### src/rtl/bpred_update_ctrl.sv
// Branch-predictor port arbiter: shares one predictor port between fetch lookups and
// in-order training updates, tracks in-flight predictions, and flushes on mispredict.
// Optional statistics counters are built only when BPRED_STATS_EN is defined.
module bpred_update_ctrl #(
    parameter int DEPTH = 4,
    parameter int PC_W  = 32
) (
    input  logic                       clk,
    input  logic                       rst,
    input  logic                       lk_req,
    input  logic [PC_W-1:0]            lk_pc,
    output logic                       lk_gnt,
    output logic                       pred_valid,
    output logic                       pred_taken,
    input  logic                       rs_valid,
    input  logic                       rs_taken,
    output logic                       tp_en,
    output logic                       tp_we,
    output logic                       tp_br,
    output logic [PC_W-1:0]            tp_pc,
    input  logic                       tp_hit,
    output logic                       flush,
    output logic [$clog2(DEPTH):0]     occ,
    output logic                       err_underflow,
    output logic [15:0]                st_lookups,
    output logic [15:0]                st_mispred
);

    localparam int AW = $clog2(DEPTH);
    localparam int OW = AW + 1;

    typedef enum logic {
        ST_RUN   = 1'b0,
        ST_FLUSH = 1'b1
    } state_t;

    state_t          state_q;
    logic [AW-1:0]   wr_ptr_q;
    logic [AW-1:0]   rd_ptr_q;
    logic [OW-1:0]   occ_q;
    logic            pred_valid_q;
    logic            pred_taken_q;
    logic            flush_q;
    logic            err_q;

    logic [PC_W-1:0] pc_mem   [DEPTH];
    logic            pred_mem [DEPTH];

    logic            do_update;
    logic            do_lookup;
    logic            mispredict;
    logic            underflow;

    // Updates win the port; an rs_valid that cannot pop (empty or flushing) is an underflow.
    always_comb begin
        do_update  = !rst && rs_valid && (state_q == ST_RUN) && (occ_q != '0);
        do_lookup  = !rst && !do_update && lk_req && (state_q == ST_RUN)
                     && (occ_q < OW'(DEPTH));
        underflow  = !rst && rs_valid && !do_update;
        mispredict = do_update && (rs_taken != pred_mem[rd_ptr_q]);
    end

    always_comb begin
        tp_en  = do_update || do_lookup;
        tp_we  = do_update;
        tp_br  = do_update && rs_taken;
        tp_pc  = '0;
        if (do_update) begin
            tp_pc = pc_mem[rd_ptr_q];
        end else if (do_lookup) begin
            tp_pc = lk_pc;
        end
    end

    // Storage is not reset; occupancy alone decides which entries are live.
    always_ff @(posedge clk) begin
        if (do_lookup) begin
            pc_mem[wr_ptr_q]   <= lk_pc;
            pred_mem[wr_ptr_q] <= tp_hit;
        end
    end

    always_ff @(posedge clk) begin
        if (rst) begin
            state_q      <= ST_RUN;
            wr_ptr_q     <= '0;
            rd_ptr_q     <= '0;
            occ_q        <= '0;
            pred_valid_q <= 1'b0;
            pred_taken_q <= 1'b0;
            flush_q      <= 1'b0;
            err_q        <= 1'b0;
        end else begin
            pred_valid_q <= do_lookup;
            if (do_lookup) begin
                pred_taken_q <= tp_hit;
            end
            flush_q <= mispredict;
            if (underflow) begin
                err_q <= 1'b1;
            end
            if (mispredict) begin
                state_q  <= ST_FLUSH;
                wr_ptr_q <= '0;
                rd_ptr_q <= '0;
                occ_q    <= '0;
            end else begin
                if (state_q == ST_FLUSH) begin
                    state_q <= ST_RUN;
                end
                if (do_update) begin
                    rd_ptr_q <= rd_ptr_q + AW'(1);
                    occ_q    <= occ_q - OW'(1);
                end else if (do_lookup) begin
                    wr_ptr_q <= wr_ptr_q + AW'(1);
                    occ_q    <= occ_q + OW'(1);
                end
            end
        end
    end

    assign lk_gnt        = do_lookup;
    assign pred_valid    = pred_valid_q;
    assign pred_taken    = pred_taken_q;
    assign flush         = flush_q;
    assign occ           = occ_q;
    assign err_underflow = err_q;

`ifdef BPRED_STATS_EN
    logic [15:0] st_lookups_q;
    logic [15:0] st_mispred_q;

    always_ff @(posedge clk) begin
        if (rst) begin
            st_lookups_q <= '0;
            st_mispred_q <= '0;
        end else begin
            if (do_lookup && (st_lookups_q != 16'hFFFF)) begin
                st_lookups_q <= st_lookups_q + 16'd1;
            end
            if (mispredict && (st_mispred_q != 16'hFFFF)) begin
                st_mispred_q <= st_mispred_q + 16'd1;
            end
        end
    end

    assign st_lookups = st_lookups_q;
    assign st_mispred = st_mispred_q;
`else
    assign st_lookups = 16'd0;
    assign st_mispred = 16'd0;
`endif

endmodule

### config.mk
export PLATFORM = sky130hd
export DESIGN_NAME = bpred_update_ctrl
export DESIGN_NICKNAME = d
export VERILOG_FILES = /design/src/rtl/bpred_update_ctrl.sv
export SDC_FILE = /design/constraint.sdc
export NUM_CORES = 1
export LEC_CHECK = 0
export CAP_MARGIN = 30
export CORE_MARGIN = 5
export CORE_UTILIZATION = 25
export CTS_CLUSTER_DIAMETER = 40
export DETAILED_ROUTE_END_ITERATION = 8
export GPL_ROUTABILITY_DRIVEN = 0
export PLACE_DENSITY_LB_ADDON = 0.15
export SLEW_MARGIN = 20
export SYNTH_ARGS = -nofsm -noshare
export SYNTH_HDL_FRONTEND = slang
export SYNTH_SLANG_ARGS = --single-unit
### constraint.sdc
create_clock -name clk -period 3.5 [get_ports clk]
set_clock_uncertainty 0.15 [all_clocks]
set_input_delay 0.7 -clock clk [delete_from_list [all_inputs] [get_ports clk]]
set_output_delay 0.7 -clock clk [all_outputs]
set_load 0.02 [all_outputs]
==> impl_metrics.json, run 1 <==
{
  "hold_violations": 0,
  "cp_slowest_stage_delay_ns": 0.62,
  "crit_cells": 6,
  "final.setup.worst_slack_ns": 0.189,
  "grt_pass1_wl_um": 22000,
  "routed_wl_um": 14000,
  "synth_edf_count": 132,
  "core.rowCount": 57,
  "synth_cell_types": 35,
  "clockBufferDepth": 2,
  "busiest_layer": "met2",
  "synth_flop_cell": "edfxtp_1",
  "ys_async_sr_fraction_pct": 0,
  "critPathKind": "in -> out",
  "tns_ns": 0,
  "globalRouteMet2Util_pct": 17.0,
  "area_growth_pct": 32.2,
  "drc": 0,
  "core-area_um2": 24200,
  "drv_slew": 0,
  "via_per_inst": 4.12,
  "gr-usage-met1_pct": 13.6,
  "cts-hold-fix-buffers": 0,
  "track_usage_pct": 10.5,
  "die_y_um": 166,
  "syn-cell-area_um2": 6090,
  "fp.dieW_um": 166,
  "vdd_drop_max_mv": 0.327,
  "path_clk_slew_ns": 0.06,
  "io_pins": 113,
  "rr_worst_depth": 7,
  "cpMaxStageDelayCell": "clkdlybuf4s50_1",
  "whs_ns": 0.345,
  "hold_path_depth": 2,
  "reg2reg_from": "occ[2]$_SDFFE_PP0P_",
  "initial_utilization_pct": 25.2,
  "die-area_um2": 27600,
  "r2r-end": "occ[2]$_SDFFE_PP0P_",
  "grt_overflow": 0,
  "rsz0062_at_grt": "no",
  "status": "finished clean",
  "start_kind": "primary input",
  "power_density_nw_per_um2": 540,
  "yosysWarnings": 0,
  "report.power.total_mw": 4.35,
  "cpMostUsedCell": "clkdlybuf4s50_1",
  "reg2reg_slack_ns": 0.96,
  "cts_num_sinks": 145,
  "finalCritPeriodShare_pct": 94.6,
  "clk_latency_ns": 0.42,
  "holdPathEnd": "err_underflow$_SDFFE_PP0P_",
  "critPathMaxFanout": 19,
  "min_from": "err_underflow$_SDFFE_PP0P_",
  "drv_cap": 0,
  "grt_pass1_vias": 3698,
  "dp_hpwl_um": 9030,
  "ys_ff_latch": 145,
  "clockRootBuffer": "clkbuf_16",
  "finalWorstPathRequiredPeriod_ns": 3.31,
  "ant_nets": 0,
  "critPathBufInv": 4,
  "dp_slack_ns": -0.0253,
  "seq_area_frac_synth_pct": 69.4,
  "critical_path_arrival_ns": 2.46,
  "cts_buffers": 17,
  "layout.cells.non_filler": 816,
  "hp-class": "reg -> reg",
  "vias": 3358,
  "crit_path_end_kind": "output port",
  "path_cells": "clkdlybuf4s50_1, nor3b_4, nand2_2, inv_2, buf_12, clkdlybuf4s50_1",
  "diodes": 0,
  "post_drt_wl_per_cell_um": 17.1,
  "cts_max_level": 4,
  "drive_above_1_share_pct": 22.0,
  "cts_tree": "done",
  "static-leakage-power_nw": 3.28,
  "synth_cells": 374,
  "antenna_found_initial": 0,
  "setup-violations-final": 0,
  "placed_cells": 779,
  "crit_family": "buffers and inverters",
  "fin_nets": 522,
  "grtUsageMet3_pct": 3.05,
  "crit_required_ns": 2.65,
  "postSynthAreaPerCell_um2": 16.3,
  "first_pass_iters": 4,
  "grt_max_degree": 28,
  "drt_iter0_markers": 124,
  "port_buffers": 80,
  "fmax_mhz": 302
}
==> Yosys cell counts, drive strengths merged (4+ instances only) <==
master  count  area [um2]
edfxtp    132        3960
nand2      66         250
buf        42         289
mux4       33         743
nand3      33         165
dfxtp      13         260
clkbuf      9        33.8
nor3        7        45.0
nor2        5        21.3
and2        4        25.0
ha          4        50.1
inv         4        15.0
==> layout by cell type (no fill, tap or decap), types with 4 or more instances in the layout <==
master,count
nand3_1,33
clkbuf_16,17
mux4_2,33
nand2_1,65
buf_4,16
edfxtp_1,132
and2_2,4
inv_6,5
buf_12,7
dfxtp_1,11
nor3_1,5
dlymetal6s2s_1,33
conb_1,32
clkdlybuf4s50_1,46
ha_1,4
nor2_1,4
==> per-stage QoR <==
stage	area, um2	utilization (%)
2_1_floorplan	6210	-
3_3_place_gp	7340	30.4
3_5_place_dp	7340	30.4
4_1_cts	7930	32.8
5_1_grt	8050	33.3
6_report	8050	33.3
==> sequential cells by signal, indices dropped and copies added (netlist names), named ones only <==
signal / cells
pred_taken: 1
rd_ptr_q: 2
pred_mem: 4
err_underflow: 1
occ: 3
pred_valid: 1
pc_mem: 128
state_q: 1
wr_ptr_q: 2
==> cells by family (layout without fill, tap and decap cells) <==
family          Yosys count  in the layout  synth area share (%)
fa+ha+maj                 5              5                  1.15
buf+inv                  55            142                  5.55
compound gates            7              7                  1.11
flops                   145            145                  69.4
xor+xnor                  5              5                 0.719
simple gates            120            120                  9.35
mux                      36             36                  12.7
other cells               1             32                0.0616
==> repair_timing <==
item | 4_1_cts | 5_1_grt
buffers inserted | 0 | 5
gates resized for setup | 4 | 34
setup endpoints to repair | 4 | 33
==> worst max-delay path by stage <==
| stage | startpoint | end | slack [ns] |
|---|---|---|---|
| after floorplan | rst | pc_mem[1][0]$_DFFE_PP_ | 0.58 |
| after detailed placement | rst | tp_pc[13] | -0.03 |
| after CTS | rst | lk_gnt | 0.01 |
| final | rst | tp_we | 0.19 |
| after global routing | rst | tp_pc[13] | 0.05 |
| after global placement | rst | tp_pc[13] | 0.0003 |
==> layer usage <==
| layer | part of all wire (%) | routed length, um |
|---|---|---|
| met5 | 0 | 0 |
| met4 | 1.1 | 150 |
| met3 | 4.9 | 686 |
| met2 | 47 | 6620 |
| met1 | 47 | 6520 |
==> final cells by class <==
cell class                 instances  area [um2]
clock buffer                      17         425
sequential                       145        4230
tap                              324         405
fill                            2372       16100
inverter                           4        15.0
multi-input combinational        205        1650
timing repair buffer             106        1180
clock inverter                    15         149
==> worst min-delay path, delay by kind of cell, from the launching register on <==
family	cells	cell delay, ns
and+or+nand+nor	1	0.08
DFF	1	0.33
AOI/OAI and AO/OA	1	0.04
==> where the power goes <==
group	switching (mW)	leakage (nW)	internal [mW]
Sequential	0.0253	1.30	1.96
Combinational	0.341	1.68	0.277
Clock	0.747	0.289	1.00
Note: power is estimated with default switching activity, not from simulation.
==> inputs of run 2 (changes only) <==
HOLD_SLACK_MARGIN = 0.08   (was not set)
==> results of run 2 <==
No change in the layout: final DEF, timing and power equal those of run 1.
